### config.mk
export PLATFORM = sky130hd
export DESIGN_NAME = stream_pack128_flat
export DESIGN_NICKNAME = d
export VERILOG_FILES = /design/src/rtl/stream_pkg.sv /design/src/rtl/stream_pack128_if.sv /design/src/rtl/beat_out_reg.sv /design/src/rtl/stream_pack128.sv /design/src/flat_wrapper.sv
export SDC_FILE = /design/constraint.sdc
export NUM_CORES = 1
export LEC_CHECK = 0
export ABC_AREA = 1
export CAP_MARGIN = 40
export CORE_MARGIN = 2
export CORE_UTILIZATION = 45
export DETAILED_ROUTE_END_ITERATION = 8
export HOLD_SLACK_MARGIN = 0.15
export PLACE_DENSITY_LB_ADDON = 0.05
export SLEW_MARGIN = 20
export SYNTH_ARGS = -nofsm -noshare
export SYNTH_HDL_FRONTEND = slang
export SYNTH_HIERARCHICAL = 1
export SYNTH_SLANG_ARGS = --single-unit
### constraint.sdc
create_clock -name clk -period 2.3 [get_ports clk]
set_input_delay 0.345 -clock clk [delete_from_list [all_inputs] [get_ports clk]]
set_output_delay 0.345 -clock clk [all_outputs]
set_load 0.03 [all_outputs]
### src/rtl/stream_pkg.sv
// Shared definitions for the 128-bit beat stream producers.
//   BEAT_W          : width of one output beat.
//   LEGAL_IN_W      : input word widths that divide a beat evenly.
//   in_width_legal(): elaboration-time check that a word width is in that list.
//   state_e         : packer FSM states.
package stream_pkg;

  localparam int BEAT_W = 128;

  localparam int N_LEGAL = 4;
  localparam int LEGAL_IN_W [N_LEGAL] = '{8, 16, 32, 64};

  function automatic bit in_width_legal(input int w);
    bit ok;
    ok = 1'b0;
    for (int i = 0; i < N_LEGAL; i++) begin
      if (LEGAL_IN_W[i] == w) ok = 1'b1;
    end
    return ok;
  endfunction

  typedef enum logic {
    ST_IDLE = 1'b0,
    ST_FILL = 1'b1
  } state_e;

endpackage

### src/rtl/stream_pack128_if.sv
// Bundle of all packet-stream signals around stream_pack128.
//   Word side   : sop_in, eop_in, valid_in, data_in (to packer), ready_out (from packer)
//   Beat side   : sop_out, eop_out, valid_out, data_out, last_words (from packer),
//                 ready_in (to packer)
//   Status      : err_out (from packer), sticky framing error
// Modports: slave = the packer, master = whoever drives words / sinks beats.
interface stream_pack128_if
  import stream_pkg::*;
#(
  parameter int IN_WIDTH = 32
);
  localparam int WORDS = BEAT_W / IN_WIDTH;
  localparam int CNT_W = $clog2(WORDS) + 1;

  logic                sop_in;
  logic                eop_in;
  logic                valid_in;
  logic [IN_WIDTH-1:0] data_in;
  logic                ready_out;

  logic                sop_out;
  logic                eop_out;
  logic                valid_out;
  logic [BEAT_W-1:0]   data_out;
  logic [CNT_W-1:0]    last_words;
  logic                ready_in;

  logic                err_out;

  modport slave (
    input  sop_in, eop_in, valid_in, data_in, ready_in,
    output ready_out, sop_out, eop_out, valid_out, data_out, last_words, err_out
  );

  modport master (
    output sop_in, eop_in, valid_in, data_in, ready_in,
    input  ready_out, sop_out, eop_out, valid_out, data_out, last_words, err_out
  );

endinterface

### src/rtl/beat_out_reg.sv
// Output stage for a 128-bit beat producer: one register holding
// data/sop/eop/last_words/valid with a load/drain handshake.
//   clk, rst     : clock, synchronous active-high reset
//   load         : producer writes a new beat this cycle (only when can_load)
//   load_*       : beat contents to write
//   ready_in     : downstream accepts the held beat
//   can_load     : register is empty or draining this cycle
//   valid/data/sop/eop/last_words : registered beat
module beat_out_reg #(
  parameter int DATA_W   = 128,
  parameter int CNT_W    = 3,
  parameter int LAST_RST = 4
) (
  input  logic              clk,
  input  logic              rst,
  input  logic              load,
  input  logic [DATA_W-1:0] load_data,
  input  logic              load_sop,
  input  logic              load_eop,
  input  logic [CNT_W-1:0]  load_last,
  input  logic              ready_in,
  output logic              can_load,
  output logic              valid,
  output logic [DATA_W-1:0] data,
  output logic              sop,
  output logic              eop,
  output logic [CNT_W-1:0]  last_words
);

  logic              vld_p1;
  logic [DATA_W-1:0] data_p1;
  logic              sop_p1;
  logic              eop_p1;
  logic [CNT_W-1:0]  last_p1;

  // A new beat may enter while the old one leaves (back-to-back beats).
  assign can_load = !vld_p1 || ready_in;

  // ---- stage p1: output register ----
  always_ff @(posedge clk) begin
    if (rst) begin
      vld_p1  <= 1'b0;
      data_p1 <= '0;
      sop_p1  <= 1'b0;
      eop_p1  <= 1'b0;
      last_p1 <= CNT_W'(LAST_RST);
    end else if (load) begin
      vld_p1  <= 1'b1;
      data_p1 <= load_data;
      sop_p1  <= load_sop;
      eop_p1  <= load_eop;
      last_p1 <= load_last;
    end else if (vld_p1 && ready_in) begin
      vld_p1  <= 1'b0;
    end
  end

  assign valid      = vld_p1;
  assign data       = data_p1;
  assign sop        = sop_p1;
  assign eop        = eop_p1;
  assign last_words = last_p1;

endmodule

### src/rtl/stream_pack128.sv
// Packs a packet-framed IN_WIDTH-bit word stream into 128-bit beats, LSB-first
// (earliest word in data_out[IN_WIDTH-1:0]). Partial final beats are
// zero-padded and report their word count on last_words.
//   clk, rst : clock, synchronous active-high reset
//   bus      : stream_pack128_if.slave (word input, beat output, err_out)
module stream_pack128
  import stream_pkg::*;
#(
  parameter int IN_WIDTH = 32
) (
  input  logic           clk,
  input  logic           rst,
  stream_pack128_if.slave bus
);

  localparam int WORDS = BEAT_W / IN_WIDTH;
  localparam int CNT_W = $clog2(WORDS) + 1;
  localparam int IDX_W = $clog2(WORDS);

  if (!in_width_legal(IN_WIDTH)) begin : g_bad_width
    $error("stream_pack128: IN_WIDTH %0d must be 8, 16, 32 or 64", IN_WIDTH);
  end

  // Word `word` placed into slot `idx` of `base`, other slots untouched.
  function automatic logic [BEAT_W-1:0] insert_word(
    input logic [BEAT_W-1:0]   base,
    input logic [IDX_W-1:0]    idx,
    input logic [IN_WIDTH-1:0] word
  );
    logic [BEAT_W-1:0] r;
    r = base;
    for (int i = 0; i < WORDS; i++) begin
      if (IDX_W'(i) == idx) r[i*IN_WIDTH +: IN_WIDTH] = word;
    end
    return r;
  endfunction

  state_e            state, state_d;
  logic [BEAT_W-1:0] asm_data, asm_data_d;
  logic [IDX_W-1:0]  asm_cnt, asm_cnt_d;
  logic              asm_sop, asm_sop_d;
  logic              err, err_d;

  logic              can_load;
  logic              accept;
  logic              start_pkt;
  logic [IDX_W-1:0]  slot_idx;
  logic [BEAT_W-1:0] ins_data;
  logic              close_beat;

  logic              load;
  logic [BEAT_W-1:0] ld_data;
  logic              ld_sop;
  logic              ld_eop;
  logic [CNT_W-1:0]  ld_last;

  assign bus.ready_out = !rst && can_load;
  assign accept        = bus.valid_in && bus.ready_out;

  // Any sop restarts assembly at slot 0 on a clean (zero) beat, which is
  // also what drops the partial words of an interrupted packet.
  assign start_pkt  = bus.sop_in;
  assign slot_idx   = start_pkt ? '0 : asm_cnt;
  assign ins_data   = insert_word(start_pkt ? '0 : asm_data, slot_idx, bus.data_in);
  assign close_beat = bus.eop_in || (slot_idx == IDX_W'(WORDS - 1));

  always_comb begin
    state_d    = state;
    asm_data_d = asm_data;
    asm_cnt_d  = asm_cnt;
    asm_sop_d  = asm_sop;
    err_d      = err;
    load       = 1'b0;
    ld_data    = ins_data;
    ld_sop     = start_pkt || asm_sop;
    ld_eop     = bus.eop_in;
    ld_last    = {1'b0, slot_idx} + CNT_W'(1);

    if (accept) begin
      if (state == ST_IDLE && !start_pkt) begin
        // Orphan word between packets: discard.
        err_d = 1'b1;
      end else begin
        if (state == ST_FILL && start_pkt) err_d = 1'b1;
        if (close_beat) begin
          load       = 1'b1;
          asm_data_d = '0;
          asm_cnt_d  = '0;
          asm_sop_d  = 1'b0;
          // A full beat without eop keeps the packet open.
          state_d    = bus.eop_in ? ST_IDLE : ST_FILL;
        end else begin
          asm_data_d = ins_data;
          asm_cnt_d  = slot_idx + IDX_W'(1);
          asm_sop_d  = start_pkt || asm_sop;
          state_d    = ST_FILL;
        end
      end
    end
  end

  // ---- stage p0: assembly register and FSM ----
  always_ff @(posedge clk) begin
    if (rst) begin
      state    <= ST_IDLE;
      asm_data <= '0;
      asm_cnt  <= '0;
      asm_sop  <= 1'b0;
      err      <= 1'b0;
    end else begin
      state    <= state_d;
      asm_data <= asm_data_d;
      asm_cnt  <= asm_cnt_d;
      asm_sop  <= asm_sop_d;
      err      <= err_d;
    end
  end

  assign bus.err_out = err;

  beat_out_reg #(
    .DATA_W  (BEAT_W),
    .CNT_W   (CNT_W),
    .LAST_RST(WORDS)
  ) u_out (
    .clk       (clk),
    .rst       (rst),
    .load      (load),
    .load_data (ld_data),
    .load_sop  (ld_sop),
    .load_eop  (ld_eop),
    .load_last (ld_last),
    .ready_in  (bus.ready_in),
    .can_load  (can_load),
    .valid     (bus.valid_out),
    .data      (bus.data_out),
    .sop       (bus.sop_out),
    .eop       (bus.eop_out),
    .last_words(bus.last_words)
  );

endmodule

### src/flat_wrapper.sv
// flat-port wrapper written by rule: the top's interface ports become plain ports
module stream_pack128_flat import stream_pkg::*;
#(
  parameter int IN_WIDTH = 32
)
  (clk, rst, bus_sop_in, bus_eop_in, bus_valid_in, bus_data_in, bus_ready_in, bus_ready_out, bus_sop_out, bus_eop_out, bus_valid_out, bus_data_out, bus_last_words, bus_err_out);
  stream_pack128_if #(.IN_WIDTH(IN_WIDTH)) bus_i ();
  input  logic clk;
  input  logic rst;
  input wire logic [$bits(bus_i.sop_in)-1:0] bus_sop_in;
  input wire logic [$bits(bus_i.eop_in)-1:0] bus_eop_in;
  input wire logic [$bits(bus_i.valid_in)-1:0] bus_valid_in;
  input wire logic [$bits(bus_i.data_in)-1:0] bus_data_in;
  input wire logic [$bits(bus_i.ready_in)-1:0] bus_ready_in;
  output wire logic [$bits(bus_i.ready_out)-1:0] bus_ready_out;
  output wire logic [$bits(bus_i.sop_out)-1:0] bus_sop_out;
  output wire logic [$bits(bus_i.eop_out)-1:0] bus_eop_out;
  output wire logic [$bits(bus_i.valid_out)-1:0] bus_valid_out;
  output wire logic [$bits(bus_i.data_out)-1:0] bus_data_out;
  output wire logic [$bits(bus_i.last_words)-1:0] bus_last_words;
  output wire logic [$bits(bus_i.err_out)-1:0] bus_err_out;
  assign bus_i.sop_in = bus_sop_in;
  assign bus_i.eop_in = bus_eop_in;
  assign bus_i.valid_in = bus_valid_in;
  assign bus_i.data_in = bus_data_in;
  assign bus_i.ready_in = bus_ready_in;
  assign bus_ready_out = bus_i.ready_out;
  assign bus_sop_out = bus_i.sop_out;
  assign bus_eop_out = bus_i.eop_out;
  assign bus_valid_out = bus_i.valid_out;
  assign bus_data_out = bus_i.data_out;
  assign bus_last_words = bus_i.last_words;
  assign bus_err_out = bus_i.err_out;
  stream_pack128 #(.IN_WIDTH(IN_WIDTH)) u_core (.clk(clk), .rst(rst), .bus(bus_i));
endmodule
After elaboration in Yosys (flattened, before gate mapping) --
Cells that the tools add are included.
Cells by class: $add $sub $neg 2, eq/ne operators 4, muxes and demuxes 18, bitwise logic cells 2, reduce and logical (&&, ||, !) cells 16
Operator list (number):
- 2-to-1 mux 128 bit | 2
- 2-to-1 mux 32 bit | 4
- 2-to-1 mux 1 bit | 10
- logical AND 1 bit | 5
- == test 2 bit (first input constant) | 2
- 2-to-1 mux 2 bit | 2
- AND reduction 2 bit | 2
- nonzero test 2 bit | 2
- adder 2 x 1 -> 3 bit (second input constant) | 1
- zero test 1 bit | 3
- logical OR 1 bit | 3
- adder 2 x 1 -> 2 bit (second input constant) | 1
- == test 1 x 2 -> 1 bit (first input constant) | 1
- == test 2 bit (second input constant) | 1
- zero test 2 bit | 1
- NOT 1 bit | 2
Storage, ports and cells: register bits 267, bits of input ports 38, output and inout port bits 136, logic and storage cells 52

Logic depth before layout (Yosys ltp) --
word-level depth 7, mapped depth 16, depth with buffers taken out 9

Hierarchy --
The synthesis kept the hierarchy.
Modules (own cells, without submodules):
- stream_pack128 | instances 1, cells each 1146, area an instance 7053.0 um^2
- beat_out_reg | instances 1, cells each 581, area an instance 4615.7 um^2

Worst setup path after synthesis --
No wires, ideal clock.
path kind input to register, start in bus_sop_in, end reg u_core.u_out.data_p1[65], in the netlist u_core/u_out/data[65], arrival 2.232 ns, data required time 2.184 ns, slack -0.048 ns, cell stages on the path 16, path buffers 8, path through buf_4 -> inv_2 -> buf_6 -> buf_2 -> ha_1 -> inv_1 -> nand4_4 -> clkbuf_1 -> nor2_1 -> buf_6 -> buf_6 -> inv_4 -> buf_8 -> buf_6 -> nor2_1 -> nor2_1
On the way: word-level cells in the longest chain between the ends 6, elaborated cells on any way between the ends 11
RTL lines:
- from (decl) | RTL line flat_wrapper.sv:10 | input wire logic [$bits(bus_i.sop_in)-1:0] bus_sop_in;
- 2-to-1 mux 2 bit | RTL line stream_pack128.sv:63 | assign slot_idx = start_pkt ? '0 : asm_cnt;
- == test 2 bit | RTL line stream_pack128.sv:65 | assign close_beat = bus.eop_in || (slot_idx == IDX_W'(WORDS - 1));
- logical OR 1 bit | RTL line stream_pack128.sv:65
- 2-to-1 mux 1 bit | RTL line stream_pack128.sv:85 | if (close_beat) begin
- 2-to-1 mux 1 bit * | RTL line stream_pack128.sv:80 | if (state == ST_IDLE && !start_pkt) begin
- 2-to-1 mux 1 bit * | RTL line stream_pack128.sv:79 | if (accept) begin
- via u_core.load | RTL line stream_pack128.sv:51 | logic load;
- to (signal assigned) | RTL line beat_out_reg.sv:49 | data_p1 <= load_data;
- to (decl) | RTL line beat_out_reg.sv:31 | logic [DATA_W-1:0] data_p1;
The timed path passes the listed nets; every way through them passes the cells marked *. A chain may end at the register's enable or synchronous reset.

Worst setup path in the final report --
start reg u_core.u_out.vld_p1, in the netlist u_core/u_out/valid, end out bus_ready_out
On the way: word-level cells in the longest chain between the ends 3
RTL lines:
- from (decl) | RTL line beat_out_reg.sv:30 | logic vld_p1;
- from (signal assigned) | RTL line beat_out_reg.sv:42 | vld_p1 <= 1'b0;
- from (signal assigned) | RTL line beat_out_reg.sv:48 | vld_p1 <= 1'b1;
- from (signal assigned) | RTL line beat_out_reg.sv:54 | vld_p1 <= 1'b0;
- zero test 1 bit | RTL line beat_out_reg.sv:37 | assign can_load = !vld_p1 || ready_in;
- logical OR 1 bit | RTL line beat_out_reg.sv:37
- via u_core.can_load | RTL line stream_pack128.sv:44 | logic can_load;
- logical AND 1 bit | RTL line stream_pack128.sv:57 | assign bus.ready_out = !rst && can_load;
- to (decl) | RTL line flat_wrapper.sv:15 | output wire logic [$bits(bus_i.ready_out)-1:0] bus_ready_out;
The timed path passes the listed nets, and every way through them passes these cells.

==> flow_metrics.tcl <==
set metrics [dict create \
    status "finished, final reports clean" \
    end_kind "output pin" \
    post-route-min-period_ns 2.18 \
    seq_area_frac_synth_pct 45.8 \
    stdcell_area_mm2 0.0144 \
    crit_path_start_kind "flip-flop" \
    fp.coreArea_mm2 0.0253 \
    worst-path-max-fanout 4 \
    wl_um 37800 \
    synth_seq_cells 267 \
    power.leakage_nw 6.07 \
    drt_iter0_markers 1006 \
    path_cells "nand2_1 > inv_1 > nor2_1 > clkdlybuf4s50_1" \
    synth_cell_types 25 \
    drive_gt1_share_pct 5.23 \
    drv_slew 0 \
    cts_buffers 29 \
    post_cts_buffers 0 \
    cts_htree_levels 1 \
    postCtsHoldBufs 1 \
    initial_utilization_pct 46.1 \
    critical_path_arrival_ns 1.84 \
    ys_warn_count 6 \
    syn_area_per_cell_um2 6.76 \
    fin_util_pct 57.0 \
    timing.final.crit_share_pct 94.8 \
    routabilityCongestion 0.780 \
    io_buffers 173 \
    core.rowCount 58 \
    setup_viol 0 \
    hold_viol 0 \
    die-area_mm2 0.0272 \
    skew_ns 0.00763 \
    cts_tree "built" \
    grtUsageTotal_pct 27.3 \
    rsz0062_at_grt "false" \
    post_drt_wl_per_cell_um 17.3 \
    netlist_instances 1727 \
    grt_overflow 0 \
    max_clock_freq_ghz 0.458 \
    postRouteAntennaNets 0 \
    dpl-instance-area_mm2 0.0135 \
    dp_hpwl_um 22700 \
    tns_ns 0 \
    fin_nets 1875 \
    p_per_area_mw_per_mm2 712 \
    slowest_stage "clkdlybuf4s50_1" \
    die_w_um 165 \
    clk_path_buf_depth 3 \
    ios 174 \
    worstSkewPairLatency_ns 0.55 \
    relSlewSlack_pct 47.6 \
    syn_to_final_growth_pct 23.7 \
    synth_top_area_share_pct 45.8 \
    required_ns 1.96 \
    yosysTopAreaCell "dfxtp_1" \
    ir_worst_vdd_mv 0.480 \
    cts-resized-gates 0 \
    vias 11400 \
    synth_area_leaders "dfxtp_1 46%, nand2_1 16%, nor2_1 11%, o21ai_0 5.8%, a21oi_1 5.6%" \
    drtPass1Iterations 5 \
    worstSetupPathType "flip-flop to output pin" \
    antenna_found_initial 1 \
    first_global_vias 10400 \
    route.detailed.drc 0 \
    fillerInstances 2472 \
    via_per_inst 5.20 \
    die_h_um 165 \
    maxCapViolCount 0 \
    synth.cell_area_mm2 0.0117 \
    synth_fp_nets 1768 \
    hold_class "primary input to flip-flop" \
    worst_pin_slew_ns 0.786 \
    clock_sinks 267 \
    crit_path_max_incr_delay_ns 0.68 \
    path_clk_slew_ns 0.06 \
    grt_max_degree 131 \
    cts_root_buf "clkbuf_16" \
    grt_pass1_wl_um 57700 \
]
==> final cells by class <==
class	instances	area, um^2	share of cell area, %
clock inverter	13	96.3	0.668
sequential	267	5350	37.0
tap	330	413	2.86
multi-input combinational	1245	5300	36.7
clock buffer	37	796	5.51
antenna	1	2.50	0.0173
timing repair buffer	211	2170	15.1
inverter	80	303	2.10
==> sequential cells by signal (all words and copies together) (netlist names) <==
name and count:
u_core/state 1, u_core/asm_data 128, u_core/u_out/eop 1, u_core/u_out/valid 1, u_core/u_out/data 128, u_core/asm_sop 1
u_core/asm_cnt 2, u_core/bus.err_out 1, u_core/u_out/last_words 3, u_core/u_out/sop 1
==> synthesized netlist by cell type, drive strengths merged <==
library cell	count
a21oi	130
buf	70
clkbuf	65
clkinv	2
dfxtp	267
ha	3
inv	78
nand2	498
nand3	105
nand4	29
nor2	335
o21ai	144
or2	1
==> final timing paths <==
check | from | end | slack, ns | cells after the start
worst max-delay path | u_core/u_out/valid | bus_ready_out | 0.12 | 4
worst min-delay path | bus_sop_in | u_core/asm_data[126] | 0.36 | 6
worst max register to register | u_core/asm_cnt[1] | u_core/u_out/data[26] | 0.43 | 8
worst min register to register | u_core/asm_data[98] | u_core/asm_data[98] | 0.45 | 2
==> routing by layer <==
metal | global-route usage, % | vias to the layer above | wire length [um]
met5 | 0 | - | 0
met4 | 11.0 | 0 | 1440
met3 | 4.72 | 71 | 2520
met2 | 42.7 | 326 | 17000
met1 | 37.4 | 5291 | 16800
li1 | - | 5665 | -
==> worst max-delay path: cells and delay by family (launching register included) <==
kind          cells  cell delay, ns
buf+inv           2            0.74
flops             1            0.31
simple gates      2            0.25
==> layout by cell type, fill, tap and decap left out, types with 2 or more instances in the layout <==
| master | n |
|---|---|
| nand2_1 | 495 |
| o21ai_0 | 135 |
| clkdlybuf4s50_1 | 171 |
| ha_1 | 3 |
| clkbuf_1 | 4 |
| inv_1 | 74 |
| buf_4 | 25 |
| nand4_1 | 28 |
| nor2_4 | 2 |
| buf_12 | 13 |
| inv_2 | 3 |
| clkinv_1 | 2 |
| nor2_1 | 333 |
| clkbuf_8 | 4 |
| clkinv_2 | 10 |
| clkbuf_16 | 29 |
| dfxtp_1 | 267 |
| nand3_1 | 104 |
| o21ai_1 | 9 |
| a21oi_1 | 130 |
| nand2_4 | 2 |
==> cells by family (layout without fill, tap and decap cells) <==
kind of cell             after synthesis  after routing  share of synthesized area (%)
flip-flops                           267            267                           45.8
AO/OA/AOI/OAI                        274            274                           11.8
other                                  0              1                              0
AND/OR/NAND/NOR                      968            968                           33.3
buffers and inverters                215            341                           8.82
adder cells (fa/ha/maj)                3              3                          0.322
==> through the flow <==
step / hold WS, ns / power, W / std cells / setup WS [ns]
floorplan: 0.414 / 0.00543 / 1727 / 0.000933
global route: 0.410 / 0.0106 / 2183 / 0.0333
global placement: 0.431 / 0.00590 / 2132 / 0.145
CTS: 0.347 / 0.0103 / 2183 / 0.0915
finish: 0.364 / 0.0103 / 2184 / 0.119
detailed placement: 0.438 / 0.00590 / 2132 / 0.157
==> power breakdown <==
group | leakage (nW) | switching [W] | internal, W
Sequential | 2.16 | 0.0000518 | 0.00473
Combinational | 3.46 | 0.000694 | 0.000336
Clock | 0.449 | 0.00192 | 0.00254
(Power assumes the default switching activity.)
